## src/rtl/core_pkg.sv

```systemverilog
// Shared miniRV core constants: writeback source selects, load funct3 codes
// and the default datapath width.
package core_pkg;

  localparam int XLEN_DEFAULT = 32;

  localparam logic [1:0] WB_SEL_ALU  = 2'b00;
  localparam logic [1:0] WB_SEL_LOAD = 2'b01;
  localparam logic [1:0] WB_SEL_PC4  = 2'b10;
  localparam logic [1:0] WB_SEL_IMM  = 2'b11;

  localparam logic [2:0] F3_LB  = 3'b000;
  localparam logic [2:0] F3_LH  = 3'b001;
  localparam logic [2:0] F3_LW  = 3'b010;
  localparam logic [2:0] F3_LBU = 3'b100;
  localparam logic [2:0] F3_LHU = 3'b101;

endpackage

```

## src/rtl/load_ext.sv

```systemverilog
// Load data extraction: picks a byte or halfword out of the aligned memory
// word and sign- or zero-extends it. Purely combinational.
module load_ext
  import core_pkg::*;
#(
  parameter int XLEN = XLEN_DEFAULT
) (
  input  logic [2:0]      funct3,
  input  logic [1:0]      addr_lo,
  input  logic [XLEN-1:0] rdata,
  output logic [XLEN-1:0] ext_data
);

  logic [7:0]  byte_sel;
  logic [15:0] half_sel;

  always_comb begin
    byte_sel = rdata[{addr_lo, 3'b000} +: 8];
    half_sel = rdata[{addr_lo[1], 4'b0000} +: 16];
    case (funct3)
      F3_LB:   ext_data = {{(XLEN-8){byte_sel[7]}}, byte_sel};
      F3_LBU:  ext_data = {{(XLEN-8){1'b0}}, byte_sel};
      F3_LH:   ext_data = {{(XLEN-16){half_sel[15]}}, half_sel};
      F3_LHU:  ext_data = {{(XLEN-16){1'b0}}, half_sel};
      F3_LW:   ext_data = rdata;
      // reserved encodings pass the raw word through
      default: ext_data = rdata;
    endcase
  end

endmodule

```

## src/rtl/mem_wb_stage.sv

```systemverilog
// MEM/WB pipeline register with writeback-data formation for miniRV.
// Optional retired-instruction counter enabled by `define MEM_WB_INSTRET_EN.
module mem_wb_stage
  import core_pkg::*;
#(
  parameter int XLEN    = XLEN_DEFAULT,
  parameter int RADDR_W = 5
) (
  input  logic               clk,
  input  logic               rst_n,
  input  logic               stall,
  input  logic               flush,
  input  logic               mem_valid,
  input  logic [XLEN-1:0]    mem_pc,
  input  logic               mem_rf_we,
  input  logic [RADDR_W-1:0] mem_rd,
  input  logic [1:0]         mem_wb_sel,
  input  logic [2:0]         mem_funct3,
  input  logic [1:0]         mem_addr_lo,
  input  logic [XLEN-1:0]    mem_alu_res,
  input  logic [XLEN-1:0]    mem_rdata,
  input  logic [XLEN-1:0]    mem_imm,
  output logic               wb_valid,
  output logic [XLEN-1:0]    wb_pc,
  output logic               wb_we,
  output logic [RADDR_W-1:0] wb_waddr,
  output logic [XLEN-1:0]    wb_wdata,
  output logic [63:0]        instret
);

  logic [XLEN-1:0] load_data;
  logic [XLEN-1:0] wdata_next;
  logic            we_next;

  load_ext #(.XLEN(XLEN)) u_load_ext (
    .funct3   (mem_funct3),
    .addr_lo  (mem_addr_lo),
    .rdata    (mem_rdata),
    .ext_data (load_data)
  );

  always_comb begin
    case (mem_wb_sel)
      WB_SEL_ALU:  wdata_next = mem_alu_res;
      WB_SEL_LOAD: wdata_next = load_data;
      WB_SEL_PC4:  wdata_next = mem_pc + XLEN'(4);
      default:     wdata_next = mem_imm;
    endcase
    // x0 is hardwired zero, so a write to it is suppressed at capture
    we_next = mem_valid & mem_rf_we & (mem_rd != '0);
  end

  always_ff @(posedge clk) begin
    if (!rst_n) begin
      wb_valid <= 1'b0;
      wb_pc    <= '0;
      wb_we    <= 1'b0;
      wb_waddr <= '0;
      wb_wdata <= '0;
    end else if (flush) begin
      wb_valid <= 1'b0;
      wb_we    <= 1'b0;
    end else if (!stall) begin
      wb_valid <= mem_valid;
      wb_pc    <= mem_pc;
      wb_we    <= we_next;
      wb_waddr <= mem_rd;
      wb_wdata <= wdata_next;
    end
  end

`ifdef MEM_WB_INSTRET_EN
  logic [63:0] instret_q;

  // counts the instruction leaving WB; a stalled WB slot is not yet retired
  always_ff @(posedge clk) begin
    if (!rst_n)
      instret_q <= '0;
    else if (wb_valid && !stall)
      instret_q <= instret_q + 64'd1;
  end

  assign instret = instret_q;
`else
  assign instret = '0;
`endif

endmodule

```

## config.mk

```make
export PLATFORM = sky130hd
export DESIGN_NAME = mem_wb_stage
export DESIGN_NICKNAME = d
export VERILOG_FILES = /design/src/rtl/core_pkg.sv /design/src/rtl/load_ext.sv /design/src/rtl/mem_wb_stage.sv
export SDC_FILE = /design/constraint.sdc
export NUM_CORES = 1
export LEC_CHECK = 0
export ABC_AREA = 0
export BUFFER_PORTS_ARGS = -buffer_cell sky130_fd_sc_hd__buf_2
export CORE_MARGIN = 2
export CORE_UTILIZATION = 41
export CTS_CLUSTER_DIAMETER = 50
export DETAILED_ROUTE_END_ITERATION = 8
export HOLD_SLACK_MARGIN = 0.08
export PLACE_DENSITY = 0.82
export SYNTH_ARGS = -nofsm -noshare
export SYNTH_HDL_FRONTEND = slang
export SYNTH_SLANG_ARGS = --single-unit
export TNS_END_PERCENT = 100
```

## constraint.sdc

```tcl
create_clock -name clk -period 1.8 [get_ports clk]
set_clock_uncertainty 0.15 [all_clocks]
set_input_delay 0.18 -clock clk [delete_from_list [all_inputs] [get_ports clk]]
set_output_delay 0.18 -clock clk [all_outputs]
set_load 0.02 [all_outputs]
```

==> impl_metrics.ini <==
[pwr]
p_int_w = 0.00314
p_sw_frac = 0.336
ir_drop_mv = 0.646
power_density_nw_per_um2 = 647
pwr-share-clk = 0.350
leakagePower_nw = 3.43
p_sw_w = 0.00159
power_frac_comb = 0.289
seqPwrFrac = 0.361

[synth]
yosys_warnings = 0
ys_top_cells_by_count = nand2_1, dfxtp_1, a21oi_1, buf_4, o21ai_0
syn_area_um2 = 5010
yosysTopAreaCell = dfxtp_1
synth_cell_types = 65
synth.most_common_cell = nand2_1
ys_ff_latch = 71
synth-seq-area-share = 0.283
yosys-top-cells-area = dfxtp_1, buf_4, nand2_1, a21oi_1, o21ai_0
yosysTopAreaCellShare = 0.283
avgSynthCellArea_um2 = 7.50
ys.flop_type = dfxtp_1
synthArstFlopShare = 0
synth_edf_count = 0
syn_inst = 669

[finish]
layout.nets = 1129
syn_to_final_growth_pct = 45.6
seq_area_um2 = 1420
drive_above_1_share = 0.345
fillCellCount = 1081
multi_input_area_um2 = 3140
post-route-util = 0.610

[critical_path]
cp_common_cell = buf_4
path_cells = dlygate4sd3_1, buf_2, and4_4, nand4_1, buf_4, nor3_1, o21ai_1, buf_4, a21oi_2
start_kind = input port
cp_max_fo = 3
cpLargestDelayFamily = buffers and inverters
crit_path_max_incr_delay_ns = 0.56
crit_slowest_cell = dlygate4sd3_1
path_class = in -> reg
worstPathArrival_ns = 1.93
cp_num_buf_inv = 4
worst_ep_required_time_ns = 1.93
crit_path_end_kind = register

[floorplan]
die_h_um = 115
core_area_um2 = 12000
io_pins = 281
chipWidth_um = 115
start_util = 0.419
die_area_um2 = 13100
placementRows = 40

[global_routing]
grt_use_total = 0.314
grt_pass1_wl_um = 31600
grt_start_max_net_pins = 47
grt_remaining_overflow = 0
grt_pass1_vias = 5824
grt_antenna_before_repair = 2

[sta]
finalCriticalPeriod_ns = 1.80
slew_headroom = 0.228
fmax_mhz = 556
final-setup-viol-count = 0
hold_viol_final = 0
slew_violations = 0
min_period_over_period = 0.999
worst_slew_pin_slew_ns = 1.15
holdWs_ns = 0.0806

[clock_network]
path_clk_slew_ns = 0.06
ctsHtreeMaxLevel = 3
clockRootBuffer = clkbuf_16
cts_buffers = 9
insertion_delay_ns = 0.34
cts_tree = yes
cts_buffer_depth = 2
cts_num_sinks = 71

[detailed_routing]
vias = 6197
dr.pass1.iters = 7
drc = 0
wl_met2_um = 9940
dr_wl_met3_um = 1850
drt_iter0_markers = 586
wl_per_cell_um = 18.6
met1Wirelength_um = 8530
ant_nets = 0
wirelength_um = 21200
top_layer_used = met5
viasPerCell = 5.45

[min_path]
hold_path.class = in -> reg

[outcome]
status = complete, no violations

[placed_design]
globalplace.congestion = 0.964
port-buffer-count = 216
dp_hpwl_um = 16200

[run]
maxCapViolCount = 0
power groups by stage:
| stage | Combinational (W) | Clock, W | Sequential [W] |
|---|---|---|---|
| 2_1_floorplan | 0.000671 | 0 | 0.00184 |
| 3_3_place_gp | 0.00125 | 0 | 0.00173 |
| 6_report | 0.00137 | 0.00165 | 0.00170 |
| 4_1_cts | 0.00134 | 0.00166 | 0.00170 |
| 5_1_grt | 0.00147 | 0.00173 | 0.00171 |
| 3_5_place_dp | 0.00126 | 0 | 0.00174 |
flip-flops by register name, summed over array words and instances, names as in the netlist:
| name | cells |
|---|---|
| wb_waddr | 5 |
| wb_pc | 32 |
| wb_we | 1 |
| wb_valid | 1 |
| wb_wdata | 32 |
worst reg2reg max path, delay by kind of cell, from the launching register on:
family	cells	cell delay (ns)
compound gates	2	0.37
flops	1	0.32
simple gates	1	0.19
cells in the final DEF (no fill, tap or decap), types with 4 or more instances in the layout:
master	n
a221o_1	8
nor2b_1	11
a211o_1	6
nand4_1	8
clkbuf_16	9
o31a_1	6
nor4_1	5
and2_0	5
o21ai_0	42
nor3_1	16
nand3_1	15
dfxtp_1	71
buf_2	216
dlygate4sd3_1	45
and3_1	7
and2_1	6
o22ai_1	4
a22oi_1	12
xnor2_1	12
and4_1	7
a31oi_1	5
nor2_1	14
a21o_1	13
a21oi_1	67
mux2i_1	8
nand2b_1	12
inv_1	7
nand2_1	108
conb_1	64
o221ai_1	13
a222oi_1	4
buf_4	88
o211ai_1	5
final cells by class:
cell class	instances	share of cell area
multi-input combinational	540	0.430
timing repair buffer	352	0.308
sequential	71	0.195
clock buffer	10	0.0314
tap	147	0.0252
clock inverter	6	0.00514
inverter	8	0.00411
antenna	3	0.00103
per-stage QoR:
step / power (W) / instances / cell area (µm²) / setup TNS (ns) / worst slack, ns
3_5_place_dp: 0.00299 / 1072 / 6540 / -0.824 / -0.0812
5_1_grt: 0.00491 / 1135 / 7300 / -0.0173 / -0.0173
2_1_floorplan: 0.00251 / 732 / 5260 / 0 / 0.0174
3_3_place_gp: 0.00299 / 1072 / 6540 / -0.397 / -0.0816
4_1_cts: 0.00469 / 1133 / 7260 / 0 / 0.0195
6_report: 0.00473 / 1137 / 7300 / 0 / 0.00254
routing by layer:
layer  vias up  GRT usage
met2       380      0.526
li1       2947          -
met1      2815      0.390
met5         -          0
met4         2      0.122
met3        53     0.0699
cell families after synthesis:
group / after synthesis / synth area share
xor gates and xnor gates: 14 / 0.0245
AOI/OAI and AO/OA: 220 / 0.290
and+or+nand+nor: 231 / 0.230
other: 1 / 0.000748
adders and majority gates: 1 / 0.00249
DFF: 71 / 0.283
buffers and inverters: 121 / 0.146
muxes: 10 / 0.0227
final timing paths:
kind                                                 from  slack (ns)  depth (start not counted)                   endpoint
worst max-delay path                           mem_pc[28]       0.003                          9  wb_wdata[29]$_SDFFE_PN0P_
worst max register to register  wb_wdata[29]$_SDFFE_PN0P_        0.66                          3  wb_wdata[29]$_SDFFE_PN0P_
worst min-delay path                       mem_alu_res[3]        0.08                          4   wb_wdata[3]$_SDFFE_PN0P_
worst min register to register     wb_pc[23]$_SDFFE_PN0P_        0.30                          2     wb_pc[23]$_SDFFE_PN0P_
repair_timing:
action	in CTS	in global routing
gates resized for setup	0	7
hold endpoints to repair	42	0
setup buffers	0	1
endpoints found under the setup margin	0	3
hold buffers	45	0
Power figures use the tool's default switching activity.
